<file path="src/rtl/ripple_carry_8bit_serial_if.sv">
// rtl/ripple_carry_8bit_serial_if.sv - serial operand/result bundle for the bit-serial adder
//
// Signals:
//   cin  - carry-in for a word, only meaningful on bit 0
//   a    - serial operand A bit, LSB first
//   b    - serial operand B bit, LSB first
//   sum  - registered serial sum bit, LSB first
//   cout - registered one-cycle carry-out pulse on the last bit of a word
//
// Modports:
//   master - operand source / result sink (drives cin, a, b)
//   slave  - the adder (drives sum, cout)

interface ripple_carry_8bit_serial_if;
    logic cin;
    logic a;
    logic b;
    logic sum;
    logic cout;

    modport master (
        output cin,
        output a,
        output b,
        input  sum,
        input  cout
    );

    modport slave (
        input  cin,
        input  a,
        input  b,
        output sum,
        output cout
    );
endinterface

</file>
<file path="src/rtl/ripple_carry_8bit_serial.sv">
// rtl/ripple_carry_8bit_serial.sv - bit-serial ripple-carry adder, LSB first
//
// Parameters:
//   WIDTH - bits per operand word; sets the bit-counter wrap point
//
// Ports:
//   clk   - system clock, all state updates on the rising edge
//   rst_n - asynchronous active-low reset
//   bus   - slave side of the serial operand/result bundle
//           (cin, a, b in; sum, cout out)
//
// Words run back-to-back with no idle cycles; the first word begins on the
// first rising edge after reset release. Both outputs come straight from
// flops, so there is no combinational path from any input to sum or cout.

module ripple_carry_8bit_serial #(
    parameter int WIDTH = 8
) (
    input  logic                        clk,
    input  logic                        rst_n,
    ripple_carry_8bit_serial_if.slave   bus
);

    localparam int CW = (WIDTH > 1) ? $clog2(WIDTH) : 1;
    localparam logic [CW-1:0] LAST = CW'(WIDTH - 1);

    logic [CW-1:0] cnt;
    logic          carry_q;
    logic          sum_q;
    logic          cout_q;

    logic          is_first;
    logic          is_last;
    logic          c_eff;
    logic          s_next;
    logic          c_next;
    logic [CW-1:0] cnt_next;
    logic          cout_next;

    always_comb begin
        is_first  = (cnt == '0);
        is_last   = (cnt == LAST);
        // Bit 0 always takes the word's cin so a previous word's carry can
        // never ripple into the next word.
        c_eff     = is_first ? bus.cin : carry_q;
        s_next    = bus.a ^ bus.b ^ c_eff;
        c_next    = (bus.a & bus.b) | (bus.a & c_eff) | (bus.b & c_eff);
        cout_next = is_last ? c_next : 1'b0;
        cnt_next  = is_last ? '0 : cnt + CW'(1);
    end

    always_ff @(posedge clk or negedge rst_n) begin
        if (!rst_n) begin
            cnt     <= '0;
            carry_q <= 1'b0;
            sum_q   <= 1'b0;
            cout_q  <= 1'b0;
        end else begin
            cnt     <= cnt_next;
            carry_q <= c_next;
            sum_q   <= s_next;
            cout_q  <= cout_next;
        end
    end

    assign bus.sum  = sum_q;
    assign bus.cout = cout_q;

endmodule

</file>
<file path="src/flat_wrapper.sv">
// flat-port wrapper written by rule: the top's interface ports become plain ports
module ripple_carry_8bit_serial_flat 
#(
    parameter int WIDTH = 8
)
  (clk, rst_n, bus_cin, bus_a, bus_b, bus_sum, bus_cout);
  ripple_carry_8bit_serial_if bus_i ();
  input  logic clk;
  input  logic rst_n;
  input wire logic [$bits(bus_i.cin)-1:0] bus_cin;
  input wire logic [$bits(bus_i.a)-1:0] bus_a;
  input wire logic [$bits(bus_i.b)-1:0] bus_b;
  output wire logic [$bits(bus_i.sum)-1:0] bus_sum;
  output wire logic [$bits(bus_i.cout)-1:0] bus_cout;
  assign bus_i.cin = bus_cin;
  assign bus_i.a = bus_a;
  assign bus_i.b = bus_b;
  assign bus_sum = bus_i.sum;
  assign bus_cout = bus_i.cout;
  ripple_carry_8bit_serial #(.WIDTH(WIDTH)) u_core (.clk(clk), .rst_n(rst_n), .bus(bus_i));
endmodule
</file>
<file path="config.mk">
export PLATFORM = sky130hd
export DESIGN_NAME = ripple_carry_8bit_serial_flat
export DESIGN_NICKNAME = d
export VERILOG_FILES = /design/src/rtl/ripple_carry_8bit_serial_if.sv /design/src/rtl/ripple_carry_8bit_serial.sv /design/src/flat_wrapper.sv
export SDC_FILE = /design/constraint.sdc
export NUM_CORES = 1
export LEC_CHECK = 0
export CAP_MARGIN = 20
export CORE_AREA = 3 3 40 42
export DETAILED_ROUTE_END_ITERATION = 6
export DIE_AREA = 0 0 43 45
export PLACE_DENSITY = 0.4
export SETUP_SLACK_MARGIN = 0.3
export SKIP_CTS_REPAIR_TIMING = 1
export SLEW_MARGIN = 20
export SYNTH_ARGS = -nofsm -noshare
export SYNTH_HDL_FRONTEND = slang
export SYNTH_SLANG_ARGS = --single-unit
</file>
<file path="constraint.sdc">
create_clock -name clk -period 1.6 [get_ports clk]
set_input_delay 0.32 -clock clk [delete_from_list [all_inputs] [get_ports clk]]
set_output_delay 0.32 -clock clk [all_outputs]
set_load 0.005 [all_outputs]
</file>
==> impl.org <==
** Clock tree
- Number of CTS-inserted buffers :: 3
- For the worst-skew pair, the clock arrives at the later sink with an insertion delay of 240 ps.
- CTS Sinks :: 6
- The tree is rooted in a sky130_fd_sc_hd__clkbuf_4.
- After clock tree synthesis, the clock-pin slew on the worst setup and hold paths is 50 ps.
- Clock tree from TritonCTS :: built
- Maximum level of the CTS H-tree :: 1
- Clock tree buffer depth :: 2

** Floorplanning
- Std cell rows :: 13
- After floorplanning, the core was sized to cover roughly 1300 µm².
- Die Y :: about 45 µm
- For this configuration, the core starts out at a cell density of 0.210.
- The die is between 40 and 50 µm wide.
- For this design the top-level I/O count stands at 7.
- The die covers around 1900 µm².

** Critical path
- Crit end category :: register
- At the worst endpoint, the required time is 1740 ps.
- Data on the critical path arrives at its endpoint at about 1600 ps.
- The critical path is of the reg2reg type.
- Element type at the critical path start :: register
- Critical path fanouts, max :: 3

** STA
- Final Hold Viols :: 0
- Headroom to the max-slew limit came out at 0.821.
- Dividing the final minimum period by the clock period gives 0.912.
- Clock skew :: 5.60 ps
- Minimum clock period after layout :: about 1500 ps
- Setup repair after global routing could not meet its margin everywhere.
- For this run, the top clock speed supported by timing is just under 0.7 GHz.
- In the final timing run, aggregate negative setup slack is 0 ps.
- Transition time at the pin with the least slew margin :: 268 ps
- Final setup fails :: 0
- Number of max-slew violations in the final report :: 0

** Synth
- Synth top area share :: 0.556
- Yosys attributes the largest share of cell area to sky130_fd_sc_hd__dfrtp_1 (56%), sky130_fd_sc_hd__ha_1 (14%), sky130_fd_sc_hd__inv_1 (8.3%).
- Sequential fraction of the synthesis area :: 0.556
- In this run the cell area of the synthesized design comes to 270 µm².
- Leading area contributor after synthesis :: sky130_fd_sc_hd__dfrtp_1
- The Yosys step of the flow raised 0 warnings.
- For this run, the leading register cell type out of synthesis is sky130_fd_sc_hd__dfrtp_1.
- Synthesis inferred 6 register bits.
- Sorting the synthesized cells by how often they occur yields sky130_fd_sc_hd__dfrtp_1 (6), sky130_fd_sc_hd__inv_1 (6), sky130_fd_sc_hd__ha_1 (3).
- Count of cell types in the netlist :: 8
- After synthesis, the share of flip-flops with an asynchronous set or reset is 1.00.
- In the synthesized netlist, the number of instances is 21.
- Number of enable-type register cells in the synthesized netlist :: 0
- A synthesized cell averages roughly 13 µm².
- Synthesis produced a netlist with a net count of 30.

** Power
- Total leakage power :: about 0.22 nW
- Largest voltage drop on the vdd net :: 0.414 mV
- Final Power :: 0.327 mW
- Power spread over the standard cell area amounts to about 860 nW/µm².

** Detailed routing
- Post-detailed-routing wire length :: 420 µm
- Detailed-route vias per instance :: approximately 3.7
- For this run, design rule violations remaining after detail routing come to 0.
- Vias after detailed routing :: roughly 170
- Average routed wire per standard cell :: just over 9 µm
- After the first detailed-routing iteration, the DRC count stood at 3.
- Once detail routing completed, the nets flagged for antenna violations numbered 0.
- Before antenna repair, the detailed router went through 2 iterations.

** GRT
- Global router's overall resource usage :: 0.0596
- Vias in the first global route :: approximately 180
- For this run the aggregate overflow at the end of global routing stands at 0.
- The first global-routing pass estimated 717 µm of wire.
- Pin count of the biggest net entering global routing :: 7
- Number of antenna violations at the first check in global routing :: 0

** Hold path
- The min-delay analysis places its worst path in the category in2async.

** Placed design
- Final HPWL DP :: between 300 and 400 µm
- I/O Buffers :: 6
- Routability-driven placement finished with a final weighted congestion of a little over 0.7.

** Flow run
- The tool flagged a number of max-cap violations equal to 0.

** Final layout
- Finished Core Util :: 0.295
- The area growth from synthesis to layout is 40.3%.
- The number of antenna diodes in the final layout is 0.
- Of the cells placed in the final design, the portion with a size suffix greater than 1 is 0.167.
- At the end of the flow, the number of nets in the layout was just over 40.
- Final-layout fill cell count :: ~140

** Run status
- The run finished with clean final reports.
## sequential cells by signal (all words and copies together), names as in the netlist
signal and count:
u_core.cnt 3, u_core.bus.cout 1, u_core.bus.sum 1, u_core.carry_q 1
## metrics by stage
| stage | cell area (µm²) | hold WS [ps] | worst slack [ps] | cells |
|---|---|---|---|---|
| floorplan | 273 | 24.4 | 208 | 21 |
| global placement | 352 | 462 | 110 | 42 |
| detailed placement | 352 | 479 | 84.5 | 42 |
| CTS | 374 | 322 | 118 | 45 |
| global route | 379 | 323 | 54.8 | 45 |
| finish | 379 | 314 | 141 | 45 |
## kinds of logic (layout without fill, tap and decap cells)
family	count (synthesis)	in the layout	synth area share
adder cells (fa/ha/maj)	4	4	0.213
buffers and inverters	6	15	0.0833
flip-flops	6	6	0.556
multiplexers	1	1	0.0370
AND/OR/NAND/NOR	4	4	0.111
## per-layer routing
metal | wire length (µm) | GRT usage
met4 | 0 | 0.0181
met2 | 205 | 0.0778
met1 | 152 | 0.0543
met3 | 61 | 0.0797
met5 | 0 | 0
## report_power, final
group | switching (mW) | internal (mW) | total [mW]
Sequential | 0.00118 | 0.158 | 0.159
Clock | 0.0532 | 0.0848 | 0.138
Combinational | 0.0116 | 0.0182 | 0.0298
Total | 0.0659 | 0.261 | 0.327
## worst max-delay path: stages (launching register included)
cell and delay, ps:
sky130_fd_sc_hd__dfrtp_1 400, sky130_fd_sc_hd__inv_1 70, sky130_fd_sc_hd__ha_2 180, sky130_fd_sc_hd__nand2b_4 50
sky130_fd_sc_hd__mux2i_1 120, sky130_fd_sc_hd__fa_1 480, sky130_fd_sc_hd__inv_1 40
## worst paths after layout
check	slack [ps]	cells after the start	to	startpoint
setup / recovery	140	6	u_core.bus.sum$_DFF_PN0_	u_core.cnt[0]$_DFF_PN0_
hold / removal	310	1	u_core.cnt[0]$_DFF_PN0_	rst_n
setup reg to reg	140	6	u_core.bus.sum$_DFF_PN0_	u_core.cnt[0]$_DFF_PN0_
hold reg to reg	470	1	u_core.cnt[0]$_DFF_PN0_	u_core.cnt[0]$_DFF_PN0_
max in group asynchronous	1070	1	u_core.cnt[2]$_DFF_PN0_	rst_n
min in group clk	470	1	u_core.cnt[0]$_DFF_PN0_	u_core.cnt[0]$_DFF_PN0_
## cells in the final DEF, fill, tap and decap left out
| cell type | count |
|---|---|
| sky130_fd_sc_hd__clkbuf_4 | 3 |
| sky130_fd_sc_hd__ha_1 | 2 |
| sky130_fd_sc_hd__clkdlybuf4s50_1 | 4 |
| sky130_fd_sc_hd__nor2_1 | 1 |
| sky130_fd_sc_hd__mux2i_1 | 1 |
| sky130_fd_sc_hd__nand2b_4 | 1 |
| sky130_fd_sc_hd__inv_1 | 6 |
| sky130_fd_sc_hd__nor2b_1 | 2 |
| sky130_fd_sc_hd__ha_2 | 1 |
| sky130_fd_sc_hd__dlymetal6s2s_1 | 2 |
| sky130_fd_sc_hd__fa_1 | 1 |
| sky130_fd_sc_hd__dfrtp_1 | 6 |
## final cells by class
type / count / area (µm²) / share of cell area
multi-input cells: 9 / 100 / 0.264
well taps: 15 / 18.8 / 0.0495
clock buffers: 3 / 22.5 / 0.0594
flip-flops and latches: 6 / 150 / 0.396
repair buffers: 6 / 65.1 / 0.172
inverters: 6 / 22.5 / 0.0594
Note: power is estimated with default switching activity, not from simulation.
